===== src/rtl/pipeline_sequencer_if.sv =====
// Hazard/sequencer bus: pipeline-side instruction and memory status in,
// stall/flush controls and performance counters out.
interface pipeline_sequencer_if;
  logic [31:0] InstrD;
  logic [31:0] InstrE;
  logic        PCSrcE;
  logic        dmem_req;
  logic        dmem_ready;
  logic        StallF, StallD, StallE, StallM;
  logic        FlushD, FlushE, FlushM;
  logic        mem_timeout;
  logic [31:0] stall_cycles;
  logic [31:0] flush_events;

  modport master (
    output InstrD, InstrE, PCSrcE, dmem_req, dmem_ready,
    input  StallF, StallD, StallE, StallM, FlushD, FlushE, FlushM,
    input  mem_timeout, stall_cycles, flush_events
  );

  modport slave (
    input  InstrD, InstrE, PCSrcE, dmem_req, dmem_ready,
    output StallF, StallD, StallE, StallM, FlushD, FlushE, FlushM,
    output mem_timeout, stall_cycles, flush_events
  );
endinterface


===== src/rtl/pipeline_sequencer.sv =====
// 5-stage pipeline sequencer: post-reset flush, memory-wait stalls, branch
// flushes and load-use interlock, with timeout flag and perf counters.
module pipeline_sequencer #(
  parameter int TIMEOUT     = 255,
  parameter int INIT_CYCLES = 3
) (
  input logic                 clk,
  input logic                 rst_n,
  pipeline_sequencer_if.slave bus
);
  localparam logic [7:0] INIT_LAST = 8'(INIT_CYCLES - 1);
  localparam logic [7:0] WAIT_MAX  = 8'(TIMEOUT);
  localparam logic [6:0] OP_LOAD  = 7'b0000011;
  localparam logic [6:0] OP_LUI   = 7'b0110111;
  localparam logic [6:0] OP_AUIPC = 7'b0010111;
  localparam logic [6:0] OP_JAL   = 7'b1101111;
  localparam logic [6:0] OP_R     = 7'b0110011;
  localparam logic [6:0] OP_S     = 7'b0100011;
  localparam logic [6:0] OP_B     = 7'b1100011;

  typedef enum logic [1:0] {INIT = 2'd0, RUN = 2'd1, MEMWAIT = 2'd2} state_t;

  state_t      state_q;
  logic [7:0]  init_cnt_q, wait_cnt_q, wait_inc;
  logic        mem_timeout_q;
  logic [31:0] stall_cycles_q, stall_cycles_d;
  logic [31:0] flush_events_q, flush_events_d;

  logic [4:0]  rdE;
  logic [6:0]  opD;
  logic        rs1_hit, rs2_hit, lu, memstall, run_flush, any_stall;
  logic        stall_f, stall_d, stall_e, stall_m, flush_d, flush_e, flush_m;
  logic        unused_bits;

  assign rdE     = bus.InstrE[11:7];
  assign opD     = bus.InstrD[6:0];
  // U/J formats carry immediate bits in the rs1 field; only R/S/B read rs2.
  assign rs1_hit = (rdE == bus.InstrD[19:15]) && !(opD inside {OP_LUI, OP_AUIPC, OP_JAL});
  assign rs2_hit = (rdE == bus.InstrD[24:20]) && (opD inside {OP_R, OP_S, OP_B});
  assign lu      = (bus.InstrE[6:0] == OP_LOAD) && (rdE != 5'd0) && (rs1_hit || rs2_hit);
  assign memstall = (state_q != INIT) && bus.dmem_req && !bus.dmem_ready;
  assign unused_bits = ^{bus.InstrD[31:25], bus.InstrD[14:7], bus.InstrE[31:12]};

  always_comb begin
    stall_f = 1'b0; stall_d = 1'b0; stall_e = 1'b0; stall_m = 1'b0;
    flush_d = 1'b0; flush_e = 1'b0; flush_m = 1'b0;
    if (state_q == INIT) begin
      flush_d = 1'b1; flush_e = 1'b1; flush_m = 1'b1;
    end else if (memstall) begin
      stall_f = 1'b1; stall_d = 1'b1; stall_e = 1'b1; stall_m = 1'b1;
      flush_m = 1'b1;
    end else if (bus.PCSrcE) begin
      flush_d = 1'b1; flush_e = 1'b1;
    end else if (lu) begin
      stall_f = 1'b1; stall_d = 1'b1; flush_e = 1'b1;
    end
  end

  assign run_flush = (state_q != INIT) && !memstall && (bus.PCSrcE || lu);
  assign any_stall = stall_f | stall_d | stall_e | stall_m;
  assign wait_inc  = wait_cnt_q + 8'd1;

  assign stall_cycles_d = (any_stall && stall_cycles_q != '1) ? stall_cycles_q + 32'd1
                                                              : stall_cycles_q;
  assign flush_events_d = (run_flush && flush_events_q != '1) ? flush_events_q + 32'd1
                                                              : flush_events_q;

  always_ff @(posedge clk or negedge rst_n) begin
    if (!rst_n) begin
      state_q        <= INIT;
      init_cnt_q     <= '0;
      wait_cnt_q     <= '0;
      mem_timeout_q  <= 1'b0;
      stall_cycles_q <= '0;
      flush_events_q <= '0;
    end else begin
      stall_cycles_q <= stall_cycles_d;
      flush_events_q <= flush_events_d;
      case (state_q)
        INIT: begin
          if (init_cnt_q == INIT_LAST) begin
            state_q    <= RUN;
            init_cnt_q <= '0;
          end else begin
            init_cnt_q <= init_cnt_q + 8'd1;
          end
        end
        RUN: begin
          if (memstall) begin
            state_q    <= MEMWAIT;
            wait_cnt_q <= '0;
          end
        end
        MEMWAIT: begin
          if (!memstall) state_q <= RUN;
          // No forced release: the flag only reports a stuck memory.
          if (wait_cnt_q != WAIT_MAX) begin
            wait_cnt_q <= wait_inc;
            if (wait_inc == WAIT_MAX) mem_timeout_q <= 1'b1;
          end
        end
        default: state_q <= INIT;
      endcase
    end
  end

  assign bus.StallF       = stall_f;
  assign bus.StallD       = stall_d;
  assign bus.StallE       = stall_e;
  assign bus.StallM       = stall_m;
  assign bus.FlushD       = flush_d;
  assign bus.FlushE       = flush_e;
  assign bus.FlushM       = flush_m;
  assign bus.mem_timeout  = mem_timeout_q;
  assign bus.stall_cycles = stall_cycles_q;
  assign bus.flush_events = flush_events_q;
endmodule


===== src/flat_wrapper.sv =====
// flat-port wrapper written by rule: the top's interface ports become plain ports
module pipeline_sequencer_flat 
#(
  parameter int TIMEOUT     = 255,
  parameter int INIT_CYCLES = 3
)
  (clk, rst_n, bus_InstrD, bus_InstrE, bus_PCSrcE, bus_dmem_req, bus_dmem_ready, bus_StallF, bus_StallD, bus_StallE, bus_StallM, bus_FlushD, bus_FlushE, bus_FlushM, bus_mem_timeout, bus_stall_cycles, bus_flush_events);
  pipeline_sequencer_if bus_i ();
  input logic clk;
  input logic rst_n;
  input wire logic [$bits(bus_i.InstrD)-1:0] bus_InstrD;
  input wire logic [$bits(bus_i.InstrE)-1:0] bus_InstrE;
  input wire logic [$bits(bus_i.PCSrcE)-1:0] bus_PCSrcE;
  input wire logic [$bits(bus_i.dmem_req)-1:0] bus_dmem_req;
  input wire logic [$bits(bus_i.dmem_ready)-1:0] bus_dmem_ready;
  output wire logic [$bits(bus_i.StallF)-1:0] bus_StallF;
  output wire logic [$bits(bus_i.StallD)-1:0] bus_StallD;
  output wire logic [$bits(bus_i.StallE)-1:0] bus_StallE;
  output wire logic [$bits(bus_i.StallM)-1:0] bus_StallM;
  output wire logic [$bits(bus_i.FlushD)-1:0] bus_FlushD;
  output wire logic [$bits(bus_i.FlushE)-1:0] bus_FlushE;
  output wire logic [$bits(bus_i.FlushM)-1:0] bus_FlushM;
  output wire logic [$bits(bus_i.mem_timeout)-1:0] bus_mem_timeout;
  output wire logic [$bits(bus_i.stall_cycles)-1:0] bus_stall_cycles;
  output wire logic [$bits(bus_i.flush_events)-1:0] bus_flush_events;
  assign bus_i.InstrD = bus_InstrD;
  assign bus_i.InstrE = bus_InstrE;
  assign bus_i.PCSrcE = bus_PCSrcE;
  assign bus_i.dmem_req = bus_dmem_req;
  assign bus_i.dmem_ready = bus_dmem_ready;
  assign bus_StallF = bus_i.StallF;
  assign bus_StallD = bus_i.StallD;
  assign bus_StallE = bus_i.StallE;
  assign bus_StallM = bus_i.StallM;
  assign bus_FlushD = bus_i.FlushD;
  assign bus_FlushE = bus_i.FlushE;
  assign bus_FlushM = bus_i.FlushM;
  assign bus_mem_timeout = bus_i.mem_timeout;
  assign bus_stall_cycles = bus_i.stall_cycles;
  assign bus_flush_events = bus_i.flush_events;
  pipeline_sequencer #(.TIMEOUT(TIMEOUT), .INIT_CYCLES(INIT_CYCLES)) u_core (.clk(clk), .rst_n(rst_n), .bus(bus_i));
endmodule

===== config.mk =====
export PLATFORM = sky130hd
export DESIGN_NAME = pipeline_sequencer_flat
export DESIGN_NICKNAME = d
export VERILOG_FILES = /design/src/rtl/pipeline_sequencer_if.sv /design/src/rtl/pipeline_sequencer.sv /design/src/flat_wrapper.sv
export SDC_FILE = /design/constraint.sdc
export NUM_CORES = 1
export LEC_CHECK = 0
export ABC_AREA = 1
export CORE_MARGIN = 3
export CORE_UTILIZATION = 51
export CTS_CLUSTER_DIAMETER = 40
export DETAILED_ROUTE_END_ITERATION = 7
export PLACE_DENSITY_LB_ADDON = 0.1
export SLEW_MARGIN = 15
export SYNTH_ARGS = -nofsm -noshare
export SYNTH_HDL_FRONTEND = slang
export SYNTH_SLANG_ARGS = --single-unit

===== constraint.sdc =====
create_clock -name clk -period 2.5 [get_ports clk]
set_input_delay 0.75 -clock clk [delete_from_list [all_inputs] [get_ports clk]]
set_output_delay 0.75 -clock clk [all_outputs]
set_load 0.1 [all_outputs]

==> flow_summary.ini, run 1 <==
[placement]
port_buffers = 105
dpl.hpwl_mm = 12.8
place_congestion = 0.992
dp_slack_ps = -551

[final_layout]
n_antenna_cell = 0
drive_above_1_share_pct = 19.2
utilization_pct = 67.8
finalNetCount = 1037
syn2layout_area_growth_pct = 29.0

[worst_setup_path]
worstPathRequired_ps = 1750
worstSetupEndpoint = bus_StallD
reg2reg_to = u_core.bus.flush_events[3]$_DFFE_PN0P_
crit-reg2reg-launch = u_core.bus.flush_events[0]$_DFFE_PN0P_
crit_type = input port to primary output
startpoint = bus_InstrE[9]
crit_path_max_fanout = 4
critPathCaptureType = primary output
cp-start-kind = input port
rr_worst_depth = 9
ff2ff_setup_slack_ps = 400
arrival_ps = 1870

[synth]
synth_compound_area_share_pct = 2.02
netlist-cell-type-count = 35
synth_area_um2 = 5750
synth_fa_ha_area_share_pct = 1.96
yosysSeqAreaShare_pct = 36.1
synth_top_family_by_area = simple AND/OR/NAND/NOR gates
synth_seq_cells = 83
muxShareOfSynthArea_pct = 0
synth_simple_gate_area_share_pct = 44.9
yosysWarningCount = 0
syn_inst = 844
synth_area_per_cell_um2 = 6.81
synth_xor_area_share_pct = 8.08
synth_fp_nets = 922

[grt]
grt_pass1_vias = 5876
grt_start_max_net_pins = 45
gr-total-overflow = 0
antenna_found_initial = 0
track_usage_pct = 27.2
grt_first_pass_wirelength_mm = 28.1

[routing]
drtAntennaViolNets = 0
routed_wl_mm = 16.9
drt_iter0_drc = 512
remaining_drc_errors = 0
wire_per_inst_um = 15.3
via_per_inst = 5.51
num_vias = 6081
first_pass_iters = 5

[cts]
cts.sinks = 83
clockBufferDepth = 2
h-tree-depth = 3
clkLatencyLatePin_ps = 350
cts.reportedPaths.clkPinSlew_ps = 60
cts_tree = built
clock-root-buffer = clkbuf_16
cts-buffers-inserted = 9

[sta]
tightest_slew_ps = 612
hold_slack_ps = 388
clock_skew_ps = 9.20
final-setup-viol-count = 3
period_needed_ps = 2620
finalCritPeriodShare_pct = 105
fin_ws_ps = -124
final_max_slew_viol_count = 0
hold_viol = 0
relSlewSlack_pct = 58.9
timing.fmax_ghz = 0.381
rsz0062_at_grt = yes

[die]
die_h_um = 112
chipWidth_um = 112
num_rows = 38
io-pin-count = 141
core_area_um2 = 10900
die-area_um2 = 12600
initial_core_util_pct = 52.6

[outcome]
status = finished with violations
violations = setup timing

[power]
total_power_uw = 5270
p_per_area_nw_per_um2 = 711
irDropWorstVdd_v = 0.000768
leakage_uw = 0.00363

[flow_run]
cap_violations = 0

[min_path]
hp-class = input port to asynchronous set/reset pin
[layout by cell type, fill, tap and decap left out, types with 14 or more instances in the layout]
master	instances
nand2_1	325
nor2_1	102
buf_4	86
dfrtp_1	82
nand4_1	79
inv_1	56
xor2_1	32
nand3_1	26
nor3_1	16
buf_2	16
xnor2_1	14
[cell families after synthesis]
kind of cell / Yosys count
compound gates: 21
buf+inv: 93
fa+ha+maj: 9
simple gates: 585
xor+xnor: 53
flops: 83
[registers in the layout, indices dropped and copies added, names as in the netlist]
| name | cells |
|---|---|
| u_core.bus.stall_cycles | 32 |
| u_core.state_q | 2 |
| u_core.init_cnt_q | 8 |
| u_core.wait_cnt_q | 8 |
| u_core.bus.mem_timeout | 1 |
| u_core.bus.flush_events | 32 |
[worst max-delay path, cell delays in order]
cell     delay, ps
buf_8          110
xnor2_2        160
nand2_1         60
nor2_1         120
nand2_1         70
nand2_2         90
nand2_4         80
a21oi_4        230
buf_12         200
[timing repair]
action | in CTS | in global routing
buffers inserted | 2 | 0
pin swaps | 36 | 19
setup endpoints to repair | 7 | 6
resized for setup | 122 | 20
hold buffers | 0 | 0
[power by group]
group,internal [uW],switching [uW],leakage [uW]
sequential,1470,183,0.00114
combinational,655,1520,0.00233
clock,883,551,0.000162
[layout make-up]
type | count | area [um^2]
Clock buffer | 13 | 280
Clock inverter | 3 | 43.8
Fill cell | 957 | 3520
Inverter | 66 | 270
Multi-Input combinational cell | 668 | 3420
Sequential cell | 83 | 2080
Tap cell | 140 | 175
Timing Repair Buffer | 131 | 1150
[synthesized netlist by cell type (all sizes together)]
library cell | n | area, um^2
o22ai | 3 | 18.8
o21ai | 10 | 50.0
and2 | 1 | 6.26
nand4 | 79 | 494
a31oi | 2 | 12.5
xor2 | 32 | 280
dfrtp | 83 | 2080
clkbuf | 8 | 30.0
and3 | 1 | 6.26
nand2 | 329 | 1240
ha | 9 | 113
buf | 19 | 116
inv | 66 | 248
nor4b | 1 | 8.76
nor3 | 18 | 95.1
a211oi | 1 | 7.51
xnor2 | 21 | 184
nand3 | 31 | 188
a21oi | 4 | 20.0
o211ai | 1 | 7.51
nand3b | 13 | 101
nor3b | 2 | 15.0
nor2 | 110 | 430
[layer usage]
layer | GRT usage (%) | up-vias | part of all wire, % | routed length, um
met5 | 0 | - | 0 | 0
met3 | 4.04 | 26 | 7.5 | 1260
met1 | 38.5 | 2853 | 45 | 7550
li1 | - | 2963 | - | -
met2 | 42.9 | 239 | 46 | 7800
met4 | 8.97 | 0 | 1.6 | 272
[how the worst min path moves through the flow]
stage | startpoint | end | slack (ps) | cells past startpoint
floorplan | rst_n | u_core.bus.flush_events[0]$_DFFE_PN0P_ | 450 | 0
global placement | u_core.bus.mem_timeout$_DFFE_PN0P_ | u_core.bus.mem_timeout$_DFFE_PN0P_ | 460 | 2
detailed placement | u_core.bus.mem_timeout$_DFFE_PN0P_ | u_core.bus.mem_timeout$_DFFE_PN0P_ | 480 | 2
CTS | rst_n | u_core.bus.flush_events[13]$_DFFE_PN0P_ | 410 | 1
global route | rst_n | u_core.bus.flush_events[13]$_DFFE_PN0P_ | 440 | 1
finish | rst_n | u_core.bus.flush_events[12]$_DFFE_PN0P_ | 390 | 1
[through the flow]
stage	instance area, um^2	std cells	setup TNS (ps)
floorplan	5850	844	-1080
global placement	7070	1086	-11300
detailed placement	7070	1086	-15830
CTS	7360	1104	-203
global route	7410	1104	-587
finish	7410	1104	-316
(Power assumes the default switching activity.)
==> inputs of run 2 (changes only) <==
==> constraint.sdc (replaced) <==
create_clock -name clk -period 2.9 [get_ports clk]
set_input_delay 0.87 -clock clk [delete_from_list [all_inputs] [get_ports clk]]
set_output_delay 0.87 -clock clk [all_outputs]
set_load 0.1 [all_outputs]
==> flow_summary.ini, run 2 (same netlist as run 1, synthesis figures left out) <==
[final_layout]
drive_above_1_share_pct = 18.1
final_common_cell = nand2_1
utilization_pct = 66.7
finalNetCount = 1034
syn2layout_area_growth_pct = 27.0
multi_input_area_um2 = 3420
n_antenna_cell = 0
seqCellArea_um2 = 2080
mostFrequentLayoutCells = nand2_1, nor2_1, buf_4
num-fill-cells = 991

[grt]
grt_pass1_vias = 5856
track_usage_pct = 25.9
gr-total-overflow = 0
antenna_found_initial = 0
grt_first_pass_wirelength_mm = 26.9
grt_start_max_net_pins = 37

[placement]
place_congestion = 0.946
dpl.hpwl_mm = 12.0
port_buffers = 105

[routing]
drt_iter0_drc = 440
routed_wl_mm = 16.1
wire_per_inst_um = 14.6
first_pass_iters = 5
via_per_inst = 5.46
drtAntennaViolNets = 0
remaining_drc_errors = 0
num_vias = 5996

[cts]
clock-root-buffer = clkbuf_16
h-tree-depth = 3
ctsHoldBuffers = 0
cts-buffers-inserted = 9
cts.reportedPaths.clkPinSlew_ps = 60
clockBufferDepth = 2
clkLatencyLatePin_ps = 350
cts.sinks = 83
cts_tree = built

[die]
chipWidth_um = 112
core_area_um2 = 10900
io-pin-count = 141
num_rows = 38
die_h_um = 112
initial_core_util_pct = 52.6
die-area_um2 = 12600

[worst_setup_path]
critPathCaptureType = primary output
cp-start-kind = input port
arrival_ps = 2020
worstPathRequired_ps = 2030
crit_type = input port to primary output
crit_path_max_fanout = 4

[power]
irDropWorstVdd_v = 0.00111
leakage_uw = 0.00359
p_per_area_nw_per_um2 = 590
total_power_uw = 4310

[outcome]
status = completed

[sta]
period_needed_ps = 2890
final_max_slew_viol_count = 0
clock_skew_ps = 6.64
timing.fmax_ghz = 0.346
tightest_slew_ps = 538
finalCritPeriodShare_pct = 99.6
hold_slack_ps = 483
rsz0062_at_grt = yes
final-setup-viol-count = 0
hold_viol = 0
relSlewSlack_pct = 63.8

[flow_run]
cap_violations = 0

[min_path]
hp-class = flop to flop
run 2: cell types whose count changed in the layout (fill, tap and decap cells not counted), sizes merged:
cell and change:
clkbuf +11, bufinv -1, inv +1, clkdlybuf4s50 +1
clkinv -1, dlygate4sd2 +1, buf -17
run 2: critical path, cell delays in order:
cell,delay (ps)
dlygate4sd2_1,240
xor2_1,140
nor2_1,110
nand2_1,70
nand2_2,80
nand2_4,80
a21oi_4,230
buf_12,200
run 2: through the flow:
step	worst slack, ps	setup TNS, ps	std cells	cell area, um^2
global route	-50.5	-99.4	1099	7300
global placement	-374	-1450	1082	7030
detailed placement	-393	-1530	1082	7030
floorplan	-247	-486	844	5840
finish	10.9	0	1099	7300
CTS	0.985	0	1099	7310
run 2: worst paths after layout:
path,startpoint,to,slack [ps],cells after the start
worst max-delay path,bus_InstrD[18],bus_StallD,10,8
worst min-delay path,u_core.bus.mem_timeout$_DFFE_PN0P_,u_core.bus.mem_timeout$_DFFE_PN0P_,480,2
worst max register to register,u_core.bus.stall_cycles[0]$_DFFE_PN0P_,u_core.bus.stall_cycles[19]$_DFFE_PN0P_,710,12
worst min register to register,u_core.bus.mem_timeout$_DFFE_PN0P_,u_core.bus.mem_timeout$_DFFE_PN0P_,480,2
max in group asynchronous,rst_n,u_core.bus.stall_cycles[7]$_DFFE_PN0P_,1810,2
min in group asynchronous,rst_n,u_core.bus.stall_cycles[19]$_DFFE_PN0P_,490,1
run 2: metal layers:
layer	wire, um	GRT usage, %
met1	6710	31.6
met2	8150	45.6
met3	769	4.15
met4	451	10.5
met5	0	0
run 2: report_power, final:
part / leakage [uW] / switching, uW / internal (uW)
Combinational: 0.00232 / 1270 / 526
Clock: 0.000131 / 471 / 617
Sequential: 0.00114 / 157 / 1270
run 2: area by class of cell:
| class | count | area share (%) |
|---|---|---|
| flip-flops and latches | 83 | 28.5 |
| well taps | 140 | 2.40 |
| clock inverters | 2 | 0.171 |
| clock buffers | 12 | 3.52 |
| multi-input cells | 668 | 46.9 |
| inverters | 66 | 3.62 |
| repair buffers | 128 | 15.0 |
run 2: repair_timing:
action | in CTS | in global routing
resized for setup | 76 | 38
endpoints found under the hold margin | 0 | 0
setup endpoints to repair | 7 | 3
pin swaps | 34 | 28
setup buffers | 3 | 0
